## config.mk

```make
export PLATFORM = sky130hd
export DESIGN_NAME = pipe_ctrl_flat
export DESIGN_NICKNAME = d
export VERILOG_FILES = /design/src/rtl/pipe_ctrl_if.sv /design/src/rtl/pipe_ctrl.sv /design/src/flat_wrapper.sv
export SDC_FILE = /design/constraint.sdc
export NUM_CORES = 1
export LEC_CHECK = 0
export BUFFER_PORTS_ARGS = -buffer_cell sky130_fd_sc_hd__clkbuf_2
export CORE_ASPECT_RATIO = 2
export CORE_UTILIZATION = 35
export CTS_CLUSTER_SIZE = 40
export DETAILED_ROUTE_END_ITERATION = 8
export GPL_TIMING_DRIVEN = 0
export HOLD_SLACK_MARGIN = 0.02
export PLACE_DENSITY = 0.66
export SLEW_MARGIN = 15
export SYNTH_ARGS = -nofsm -noshare
export SYNTH_HDL_FRONTEND = slang
export SYNTH_SLANG_ARGS = --single-unit
```

## constraint.sdc

```tcl
create_clock -name clk -period 6.5 [get_ports clk]
set_input_delay 0.325 -clock clk [delete_from_list [all_inputs] [get_ports clk]]
set_output_delay 0.325 -clock clk [all_outputs]
set_load 0.02 [all_outputs]
```

## src/rtl/pipe_ctrl_if.sv

```systemverilog
// Pipeline control bundle: EX hazards and memory/mul-div handshakes in, per-stage controls out.
// master is the sequencer (pipe_ctrl); slave is the pipeline/stage side.
interface pipe_ctrl_if;
  logic        ex_stall;
  logic        ex_flush;
  logic [31:0] ex_correctpc;
  logic        md_start;
  logic        md_done;
  logic        mem_req;
  logic        dmem_ready;
  logic        imem_ready;
  logic        pc_we;
  logic        if_id_we;
  logic        id_ex_we;
  logic        ex_mem_we;
  logic        mem_wb_we;
  logic        if_id_flush;
  logic        id_ex_flush;
  logic        ex_mem_bubble;
  logic        pc_sel;
  logic [31:0] pc_redirect;
  logic        md_go;
  logic        err;
  logic [31:0] perf_stall;
  logic [31:0] perf_flush;

  modport master (
    input  ex_stall, ex_flush, ex_correctpc, md_start, md_done, mem_req, dmem_ready, imem_ready,
    output pc_we, if_id_we, id_ex_we, ex_mem_we, mem_wb_we, if_id_flush, id_ex_flush,
           ex_mem_bubble, pc_sel, pc_redirect, md_go, err, perf_stall, perf_flush
  );

  modport slave (
    output ex_stall, ex_flush, ex_correctpc, md_start, md_done, mem_req, dmem_ready, imem_ready,
    input  pc_we, if_id_we, id_ex_we, ex_mem_we, mem_wb_we, if_id_flush, id_ex_flush,
           ex_mem_bubble, pc_sel, pc_redirect, md_go, err, perf_stall, perf_flush
  );
endinterface

```

## src/rtl/pipe_ctrl.sv

```systemverilog
// 5-stage pipeline sequencer: zero-latency combinational stage controls from FSM state + hazards.
// Memory not-ready freezes every stage and overrides all other conditions.
module pipe_ctrl #(
  parameter int MD_TIMEOUT = 64,
  parameter int LD_MAX     = 2
) (
  input  logic        clk,
  input  logic        rst,
  pipe_ctrl_if.master bus
);
  typedef enum logic [2:0] {RUN, LDSTALL, MDWAIT, MEMWAIT, REDIRECT} state_t;

  typedef struct packed {
    logic pc_we;
    logic if_id_we;
    logic id_ex_we;
    logic ex_mem_we;
    logic mem_wb_we;
    logic if_id_flush;
    logic id_ex_flush;
    logic ex_mem_bubble;
    logic pc_sel;
    logic md_go;
  } ctl_t;

  localparam ctl_t ALL_WE = 10'b11111_00000;
  localparam ctl_t FREEZE = 10'b00001_00100;

  state_t      state_q, state_d, run_state;
  ctl_t        ctl, run_ctl;
  logic [31:0] redirect, redir_q, perf_stall_q, perf_flush_q;
  logic [1:0]  ld_cnt_q, ld_cnt_d;
  logic [6:0]  md_cnt_q, md_cnt_d;
  logic        md_done_q, md_done_d, err_q;
  logic        run_flush, run_redir_load, use_run, set_err, hold;
  logic        flush_inc, redir_load;

  assign hold = bus.mem_req & ~bus.dmem_ready;

  // RUN priority decode, also reused by states that fall back to RUN in the same cycle
  always_comb begin
    run_ctl        = '0;
    run_state      = RUN;
    run_flush      = 1'b0;
    run_redir_load = 1'b0;
    if (hold) begin
      run_state = MEMWAIT;
    end else if (bus.ex_stall) begin
      run_ctl   = FREEZE;
      run_state = LDSTALL;
    end else if (bus.md_start) begin
      run_ctl       = FREEZE;
      run_ctl.md_go = 1'b1;
      run_state     = MDWAIT;
    end else if (bus.ex_flush) begin
      run_ctl             = ALL_WE;
      run_ctl.pc_sel      = 1'b1;
      run_ctl.if_id_flush = 1'b1;
      run_ctl.id_ex_flush = 1'b1;
      run_flush           = 1'b1;
      if (!bus.imem_ready) begin
        run_state      = REDIRECT;
        run_redir_load = 1'b1;
      end
    end else if (!bus.imem_ready) begin
      run_ctl             = ALL_WE;
      run_ctl.pc_we       = 1'b0;
      run_ctl.if_id_flush = 1'b1;
    end else begin
      run_ctl = ALL_WE;
    end
  end

  always_comb begin
    ctl       = '0;
    redirect  = '0;
    state_d   = state_q;
    use_run   = 1'b0;
    set_err   = 1'b0;
    ld_cnt_d  = '0;
    md_cnt_d  = '0;
    md_done_d = 1'b0;
    case (state_q)
      RUN: use_run = 1'b1;
      LDSTALL: begin
        if (bus.ex_stall) begin
          ctl      = FREEZE;
          ld_cnt_d = (ld_cnt_q == 2'd3) ? ld_cnt_q : ld_cnt_q + 2'd1;
          set_err  = (int'(ld_cnt_q) >= LD_MAX);
        end else begin
          use_run = 1'b1;
        end
      end
      MDWAIT: begin
        ctl = FREEZE;
        if (hold) begin
          // a done pulse seen under a memory hold is kept until the hold lifts
          ctl       = '0;
          md_cnt_d  = md_cnt_q;
          md_done_d = md_done_q | bus.md_done;
        end else if (bus.md_done || md_done_q) begin
          ctl.ex_mem_we     = 1'b1;
          ctl.ex_mem_bubble = 1'b0;
          state_d           = RUN;
        end else if (md_cnt_q == 7'(MD_TIMEOUT - 1)) begin
          set_err = 1'b1;
          state_d = RUN;
        end else begin
          md_cnt_d = md_cnt_q + 7'd1;
        end
      end
      MEMWAIT: use_run = bus.dmem_ready;
      REDIRECT: begin
        if (!hold) begin
          ctl             = ALL_WE;
          ctl.if_id_flush = 1'b1;
          if (bus.imem_ready) state_d = RUN;
        end
        ctl.pc_sel = 1'b1;
        redirect   = redir_q;
      end
      default: state_d = RUN;
    endcase
    if (use_run) begin
      ctl      = run_ctl;
      redirect = run_ctl.pc_sel ? bus.ex_correctpc : '0;
      state_d  = run_state;
    end
    if (rst) begin
      ctl      = '0;
      redirect = '0;
    end
  end

  assign flush_inc  = use_run & run_flush;
  assign redir_load = use_run & run_redir_load;

  always_ff @(posedge clk) begin
    if (rst) begin
      state_q      <= RUN;
      ld_cnt_q     <= '0;
      md_cnt_q     <= '0;
      md_done_q    <= 1'b0;
      redir_q      <= '0;
      err_q        <= 1'b0;
      perf_stall_q <= '0;
      perf_flush_q <= '0;
    end else begin
      state_q   <= state_d;
      ld_cnt_q  <= ld_cnt_d;
      md_cnt_q  <= md_cnt_d;
      md_done_q <= md_done_d;
      if (redir_load) redir_q <= bus.ex_correctpc;
      if (set_err) err_q <= 1'b1;
      if (!ctl.pc_we) perf_stall_q <= perf_stall_q + 32'd1;
      if (flush_inc) perf_flush_q <= perf_flush_q + 32'd1;
    end
  end

  assign bus.pc_we         = ctl.pc_we;
  assign bus.if_id_we      = ctl.if_id_we;
  assign bus.id_ex_we      = ctl.id_ex_we;
  assign bus.ex_mem_we     = ctl.ex_mem_we;
  assign bus.mem_wb_we     = ctl.mem_wb_we;
  assign bus.if_id_flush   = ctl.if_id_flush;
  assign bus.id_ex_flush   = ctl.id_ex_flush;
  assign bus.ex_mem_bubble = ctl.ex_mem_bubble;
  assign bus.pc_sel        = ctl.pc_sel;
  assign bus.md_go         = ctl.md_go;
  assign bus.pc_redirect   = redirect;
  assign bus.err           = err_q;
  assign bus.perf_stall    = perf_stall_q;
  assign bus.perf_flush    = perf_flush_q;
endmodule

```

## src/flat_wrapper.sv

```systemverilog
// flat-port wrapper written by rule: the top's interface ports become plain ports
module pipe_ctrl_flat 
#(
  parameter int MD_TIMEOUT = 64,
  parameter int LD_MAX     = 2
)
  (clk, rst, bus_ex_stall, bus_ex_flush, bus_ex_correctpc, bus_md_start, bus_md_done, bus_mem_req, bus_dmem_ready, bus_imem_ready, bus_pc_we, bus_if_id_we, bus_id_ex_we, bus_ex_mem_we, bus_mem_wb_we, bus_if_id_flush, bus_id_ex_flush, bus_ex_mem_bubble, bus_pc_sel, bus_pc_redirect, bus_md_go, bus_err, bus_perf_stall, bus_perf_flush);
  pipe_ctrl_if bus_i ();
  input  logic clk;
  input  logic rst;
  input wire logic [$bits(bus_i.ex_stall)-1:0] bus_ex_stall;
  input wire logic [$bits(bus_i.ex_flush)-1:0] bus_ex_flush;
  input wire logic [$bits(bus_i.ex_correctpc)-1:0] bus_ex_correctpc;
  input wire logic [$bits(bus_i.md_start)-1:0] bus_md_start;
  input wire logic [$bits(bus_i.md_done)-1:0] bus_md_done;
  input wire logic [$bits(bus_i.mem_req)-1:0] bus_mem_req;
  input wire logic [$bits(bus_i.dmem_ready)-1:0] bus_dmem_ready;
  input wire logic [$bits(bus_i.imem_ready)-1:0] bus_imem_ready;
  output wire logic [$bits(bus_i.pc_we)-1:0] bus_pc_we;
  output wire logic [$bits(bus_i.if_id_we)-1:0] bus_if_id_we;
  output wire logic [$bits(bus_i.id_ex_we)-1:0] bus_id_ex_we;
  output wire logic [$bits(bus_i.ex_mem_we)-1:0] bus_ex_mem_we;
  output wire logic [$bits(bus_i.mem_wb_we)-1:0] bus_mem_wb_we;
  output wire logic [$bits(bus_i.if_id_flush)-1:0] bus_if_id_flush;
  output wire logic [$bits(bus_i.id_ex_flush)-1:0] bus_id_ex_flush;
  output wire logic [$bits(bus_i.ex_mem_bubble)-1:0] bus_ex_mem_bubble;
  output wire logic [$bits(bus_i.pc_sel)-1:0] bus_pc_sel;
  output wire logic [$bits(bus_i.pc_redirect)-1:0] bus_pc_redirect;
  output wire logic [$bits(bus_i.md_go)-1:0] bus_md_go;
  output wire logic [$bits(bus_i.err)-1:0] bus_err;
  output wire logic [$bits(bus_i.perf_stall)-1:0] bus_perf_stall;
  output wire logic [$bits(bus_i.perf_flush)-1:0] bus_perf_flush;
  assign bus_i.ex_stall = bus_ex_stall;
  assign bus_i.ex_flush = bus_ex_flush;
  assign bus_i.ex_correctpc = bus_ex_correctpc;
  assign bus_i.md_start = bus_md_start;
  assign bus_i.md_done = bus_md_done;
  assign bus_i.mem_req = bus_mem_req;
  assign bus_i.dmem_ready = bus_dmem_ready;
  assign bus_i.imem_ready = bus_imem_ready;
  assign bus_pc_we = bus_i.pc_we;
  assign bus_if_id_we = bus_i.if_id_we;
  assign bus_id_ex_we = bus_i.id_ex_we;
  assign bus_ex_mem_we = bus_i.ex_mem_we;
  assign bus_mem_wb_we = bus_i.mem_wb_we;
  assign bus_if_id_flush = bus_i.if_id_flush;
  assign bus_id_ex_flush = bus_i.id_ex_flush;
  assign bus_ex_mem_bubble = bus_i.ex_mem_bubble;
  assign bus_pc_sel = bus_i.pc_sel;
  assign bus_pc_redirect = bus_i.pc_redirect;
  assign bus_md_go = bus_i.md_go;
  assign bus_err = bus_i.err;
  assign bus_perf_stall = bus_i.perf_stall;
  assign bus_perf_flush = bus_i.perf_flush;
  pipe_ctrl #(.MD_TIMEOUT(MD_TIMEOUT), .LD_MAX(LD_MAX)) u_core (.clk(clk), .rst(rst), .bus(bus_i));
endmodule
```

==> results of run 1 <==
sequential cells by signal, indices dropped and copies added (netlist names):
name and flops:
u_core.redir_q 32, u_core.bus.perf_flush 32, u_core.state_q 3, u_core.ld_cnt_q 2
u_core.bus.perf_stall 32, u_core.bus.err 1, u_core.md_done_q 1, u_core.md_cnt_q 7
logic make-up after synthesis:
family / after synthesis / share of synthesized area
flops: 110 / 0.401
mux: 6 / 0.0121
fa+ha+maj: 5 / 0.0114
compound gates: 167 / 0.203
xor+xnor: 25 / 0.0399
simple gates: 307 / 0.283
buf+inv: 62 / 0.0495
tightest hold or removal path: stages:
cell and delay, ns:
clkbuf_2 0.09, nand2_1 0.05, a21oi_1 0.05
through the flow:
step	cells	hold slack, ns	power, uW	instance area, sq um
after floorplan	682	0.413	800	5490
after global placement	1026	0.420	857	6460
after detailed placement	1026	0.431	858	6460
after CTS	1041	0.196	1380	6730
after global routing	1041	0.202	1420	6730
final	1041	0.202	1370	6730
power by group through the flow:
stage,combinational (uW),clock (uW),sequential (uW)
floorplan,90.6,0,709
global placement,150,0,707
detailed placement,151,0,707
CTS,152,540,691
global route,165,562,693
finish,151,525,692
how the worst max path moves through the flow:
| stage | end | depth (start not counted) | startpoint | slack, ns |
|---|---|---|---|---|
| after floorplan | bus_pc_redirect[10] | 7 | u_core.state_q[0] | 4.33 |
| after global placement | bus_pc_redirect[9] | 7 | bus_ex_stall | 3.65 |
| after detailed placement | bus_pc_redirect[9] | 7 | bus_ex_stall | 3.63 |
| after CTS | bus_pc_redirect[9] | 8 | u_core.state_q[0] | 3.31 |
| after global routing | bus_pc_redirect[15] | 7 | u_core.state_q[1] | 3.08 |
| final | bus_pc_redirect[9] | 7 | u_core.state_q[1] | 3.37 |
final cells by class:
class	instances	area, sq um	area share
clock buffer	9	225	0.0334
sequential	110	2200	0.327
inverter	12	45.0	0.00669
buffer	50	226	0.0336
clock inverter	6	45.0	0.00669
timing repair buffer	146	731	0.109
multi-input combinational	510	3010	0.447
tap	198	248	0.0368
metal layers:
metal,part of all wire,track usage
met5,0,0
met4,0.027,0.0894
met2,0.55,0.384
met3,0.035,0.0339
met1,0.39,0.213
cell usage in the layout (no fill, tap or decap), types with 5 or more instances in the layout:
cell type	n
nor4_1	11
buf_2	7
or3_1	11
nor2_1	53
nand3_1	27
clkbuf_16	9
and3_1	7
a21oi_1	76
inv_1	12
buf_1	6
nor2b_1	5
ha_1	5
mux2_2	5
nand4_1	16
or2_2	5
clkbuf_1	32
o31ai_1	27
clkbuf_2	146
or4_1	26
a22o_1	32
dfxtp_1	110
nor3_1	27
o21ai_0	15
xor2_1	7
xnor2_1	18
nand2_1	101
nand2b_1	6
==> results.tsv, run 1 <==
metric	value	unit
VDD IR-drop max	0.121	mV
Final Hold Fails	0	
post-synthesis sequential area ratio	0.401	
P_sw	372	uW
TritonCTS Buffers	9	
syn nets	728	
Clk pwr share	0.384	
Synth Register Bits	110	
reg-to-reg endpoint	u_core.bus.perf_stall[31]	
relative slew slack	0.477	
critical path fanouts, max	10	
setup_tns	0	ns
most numerous cell on the critical path	clkbuf_1	
Comb pwr share	0.110	
drt pass-1 iters	6	
status	finished clean	
FF-to-FF Start	u_core.bus.perf_stall[4]	
largest net degree at the start of global routing	19	
RSZ-0062 raised after global routing	no	
worst-path cell chain	clkbuf_1, a211oi_4, o211ai_1, nor2_1, clkbuf_1, a22o_1, clkbuf_2	
Via density	5.39	
Routability Congestion	0.808	
Avg WL per Cell	15.9	um
largest stage delay on the critical path	0.49	ns
post-synthesis cell area	5490	sq um
Yosys warning count	0	
pwr dens	203	nW/um^2
fin crit period	3.13	ns
IO Count	148	
layout cells sized above 1	0.229	
reg2reg path depth	6	
Final ANT Viol Nets	0	
post-synth top area cell	dfxtp_1	
final net count	885	
CTS max path bufs	2	
CTS Root Cell	clkbuf_16	
Die W	90.5	um
crit end category	primary output	
CP top delay family	buffers and inverters	
Layout fillers	1615	
Starting Density	0.359	
Cell Int Power	995	uW
DRC Markers	0	
worst-path cell with the longest stage delay	nor2_1	
period utilization	0.481	
Area Overhead vs Synth	22.8	%
Post-synth EDFFs	0	
nature of the critical path startpoint	register	
Total GRT Usage	0.201	
initial antenna violation count	0	
most frequent cell after synthesis	dfxtp_1	
later-pin clock latency in the skew report	0.35	ns
first-pass GRT wire length	26100	um
max_cap viols	0	
worst min-delay path endpoint	u_core.redir_q[3]	
grt ovf	0	
Leak	0.00251	uW
critical path class	register to primary output	
Post-synth top cells	dfxtp_1 (110), nand2_1 (101), a21oi_1 (76)	
H-tree Lvls	3	
Clk pin slew, worst setup/hold paths	0.08	ns
number of diodes	0	
setup violators final	0	
Max Freq	0.320	GHz
final core utilization	0.440	
DR vias	5614	
CTS tree	built	
CP arrival	2.80	ns
synth top area cells	dfxtp_1 (40%), a21oi_1 (6.9%), nand2_1 (6.9%)	
Mean Syn Cell Area	8.04	sq um
vias in the first global route	5158	
final worst slack	3.37	ns
DR iter-0 viols	185	
min-delay src	bus_ex_correctpc[3]	
DIE AREA	16200	sq um
ys flop type	dfxtp_1	
Async S/R FF share, synth	0	
Post-Synthesis Cells	682	
HPWL after DPL	12700	um
Place WS	3.63	ns
cts repair resizes	0	
clk_skew	0.00793	ns
hold path depth	3	
Hold Buf Count CTS	0	
sw frac	0.272	
Core Area	15300	sq um
Yosys cell types	52	
register share of total power	0.506	
share of the synthesized area in the top cell type	0.401	
input/output buffers	146	
r2r setup slk	4.15	ns
number of setup buffers added after CTS	0	
CP required	6.17	ns
Final Max Slew Viols	0	
CTS sink cnt	110	
drt total wl	16500	um
row cnt	64	
Worst-Margin Slew	0.779	ns
count of buffer and inverter cells on the critical path	3	
Min-Delay Path Class	primary input to register	
Die H	179	um
Note: power is estimated with default switching activity, not from simulation.
==> run 2: changes to the inputs <==
Settings changed: ABC_AREA set to 1, PLACE_DENSITY 0.66 to 0.67.
Clock period 6.5 ns to 2.5 ns, I/O delays scaled along.
==> results.tsv, run 2 <==
metric	value	unit	change
most common cell after layout, fill and taps aside	nand2_1		was clkbuf_2
synth top area cells	dfxtp_1 (35%), nand2_1 (20%), nor2_1 (12%)		was dfxtp_1 (40%), a21oi_1 (6.9%), nand2_1 (6.9%)
r2r setup slk	0.45	ns	was 4.15 ns
Die W	97.1	um	was 90.5 um
DR top layer	met4		unchanged
Final ANT Viol Nets	0		unchanged
status	finished clean		unchanged
DR vias	7169		was 5614
initial antenna violation count	0		unchanged
critical path fanouts, max	10		unchanged
hold path depth	3		unchanged
max_cap viols	0		unchanged
VDD IR-drop max	0.315	mV	was 0.121 mV
relative slew slack	0.548		was 0.477
setup_tns	0	ns	unchanged
FF-to-FF Start	u_core.bus.perf_stall[1]		was u_core.bus.perf_stall[4]
Via density	4.99		was 5.39
clk_skew	0.0162	ns	was 0.00793 ns
Avg WL per Cell	13.6	um	was 15.9 um
CTS max path bufs	2		unchanged
period utilization	0.918		
Post-synth top cells	nand2_1 (332), nor2_1 (205), dfxtp_1 (110)		was dfxtp_1 (110), nand2_1 (101), a21oi_1 (76)
largest net degree at the start of global routing	19		unchanged
vias in the first global route	6803		was 5158
met3 routed WL	906	um	was 583 um
H-tree Lvls	3		unchanged
post-synth top area cell	dfxtp_1		unchanged
Post-Synthesis Cells	1055		was 682
final net count	1265		was 885
DR iter-0 viols	256		was 185
later-pin clock latency in the skew report	0.37	ns	was 0.35 ns
Leak	0.00334	uW	was 0.00251 uW
nature of the critical path startpoint	register		unchanged
number of setup buffers added after CTS	0		unchanged
CTS tree	built		unchanged
Final Max Slew Viols	0		unchanged
area of the multi-input gates	3590	sq um	was 3010 sq um
ys flop type	dfxtp_1		unchanged
FF/Latch Area	2200	sq um	unchanged
post-synthesis cell area	6340	sq um	was 5490 sq um
Max Freq	0.436	GHz	
IO Count	148		unchanged
Core Area	17800	sq um	was 15300 sq um
drt total wl	19500	um	was 16500 um
number of diodes	0		unchanged
drt pass-1 iters	5		was 6
Synth Register Bits	110		unchanged
Area Overhead vs Synth	21.6	%	was 22.8%
fin crit period	2.29	ns	
CTS sink cnt	110		unchanged
Layout fillers	1917		was 1615
pwr dens	503	nW/um^2	was 203 nW/um^2
Yosys cell types	32		was 52
CP required	2.38	ns	was 6.17 ns
share of the synthesized area in the top cell type	0.348		was 0.401
grt ovf	0		unchanged
most frequent cells in the layout	nand2_1 (332), nor2_1 (205), clkbuf_2 (147)		was clkbuf_2 (146), dfxtp_1 (110), nand2_1 (101)
RSZ-0062 raised after global routing	no		unchanged
final core utilization	0.433		was 0.440
Routability Congestion	0.917		was 0.808
Mean Syn Cell Area	6.01	sq um	was 8.04 sq um
reg-to-reg endpoint	u_core.bus.perf_stall[22]		was u_core.bus.perf_stall[31]
post-synthesis sequential area ratio	0.348		was 0.401
first-pass GRT wire length	31900	um	was 26100 um
critical path class	register to primary output		unchanged
Clk pin slew, worst setup/hold paths	0.08	ns	about the same
Min-Delay Path Class	primary input to register		unchanged
DRC Markers	0		unchanged
Worst-Margin Slew	0.678	ns	was 0.779 ns
row cnt	69		was 64
met2 wire length	10200	um	was 9050 um
Total GRT Usage	0.211		was 0.201
layout cells sized above 1	0.167		was 0.229
reg2reg path depth	10		was 6
TritonCTS Buffers	9		unchanged
syn nets	1101		was 728
Starting Density	0.356		was 0.359
worst min-delay path endpoint	u_core.redir_q[2]		was u_core.redir_q[3]
CTS Root Cell	clkbuf_16		unchanged
Async S/R FF share, synth	0		unchanged
HPWL after DPL	15300	um	was 12700 um
min-delay src	bus_ex_correctpc[2]		was bus_ex_correctpc[3]
most frequent cell after synthesis	nand2_1		was dfxtp_1
crit end category	primary output		unchanged
Final Hold Fails	0		unchanged
CP arrival	2.17	ns	was 2.80 ns
Post-synth EDFFs	0		unchanged
Die H	192	um	was 179 um
Yosys warning count	0		unchanged
setup violators final	0		unchanged
DIE AREA	18700	sq um	was 16200 sq um
met1 WL	7300	um	was 6420 um
input/output buffers	146		unchanged
-- run 2: cell type report --
cell class / count / share of cell area
Multi-Input combinational cell: 813 / 0.466
Sequential cell: 110 / 0.286
Timing Repair Buffer: 153 / 0.104
Inverter: 88 / 0.0429
Tap cell: 213 / 0.0346
Clock buffer: 9 / 0.0292
Buffer: 44 / 0.0284
Clock inverter: 7 / 0.00909
-- run 2: timing repair --
item                                    in CTS  in global routing
gates resized for setup                      0                  3
hold buffers                                 7                  0
endpoints found under the setup margin       0                  5
endpoints found under the hold margin        7                  0
-- run 2: where the power goes --
group	switching, uW	internal, uW	total, uW
Clock	708	781	1490
Sequential	28.4	1790	1810
Combinational	397	179	576
Total	1130	2750	3880
-- run 2: worst max-delay path: stages (launching register included) --
cell      delay [ns]
dfxtp_1         0.41
inv_2           0.07
nor2_2          0.12
nand3_2         0.14
a21oi_4         0.25
nand2_1         0.11
inv_2           0.13
buf_2           0.23
nand2_1         0.07
nand2_1         0.10
clkbuf_2        0.18
-- run 2: kinds of logic after synthesis --
family / Yosys count / share of synthesized area
and+or+nand+nor: 676 / 0.442
buffers and inverters: 132 / 0.0865
AOI/OAI and AO/OA: 119 / 0.0964
DFF: 110 / 0.348
xor gates and xnor gates: 13 / 0.0180
adders and majority gates: 5 / 0.00987
-- run 2: worst max path at each step --
stage,start,end,slack [ns],cells past startpoint
floorplan,u_core.bus.perf_stall[1],u_core.bus.perf_stall[22],0.73,10
global placement,u_core.bus.perf_stall[1],u_core.bus.perf_stall[22],0.47,10
detailed placement,u_core.bus.perf_stall[1],u_core.bus.perf_stall[22],0.45,10
CTS,u_core.state_q[0],bus_pc_redirect[24],0.15,10
global route,u_core.state_q[0],bus_pc_redirect[20],0.04,10
finish,u_core.state_q[0],bus_pc_redirect[24],0.21,10
-- run 2: per-stage QoR --
step	instance area [sq um]	setup WS, ns	power, uW	cells	hold WS, ns
2_1_floorplan	6340	0.726	2230	1055	0.268
3_3_place_gp	7330	0.466	2410	1414	0.374
3_5_place_dp	7330	0.450	2420	1414	0.374
4_1_cts	7700	0.150	3910	1437	0.0215
5_1_grt	7710	0.0368	4050	1437	0.0270
6_report	7710	0.206	3880	1437	0.0213
-- run 2: layer usage --
metal	track usage	vias to the layer above
li1	-	3671
met1	0.213	3198
met2	0.394	234
met3	0.0344	66
met4	0.142	0
met5	0	-
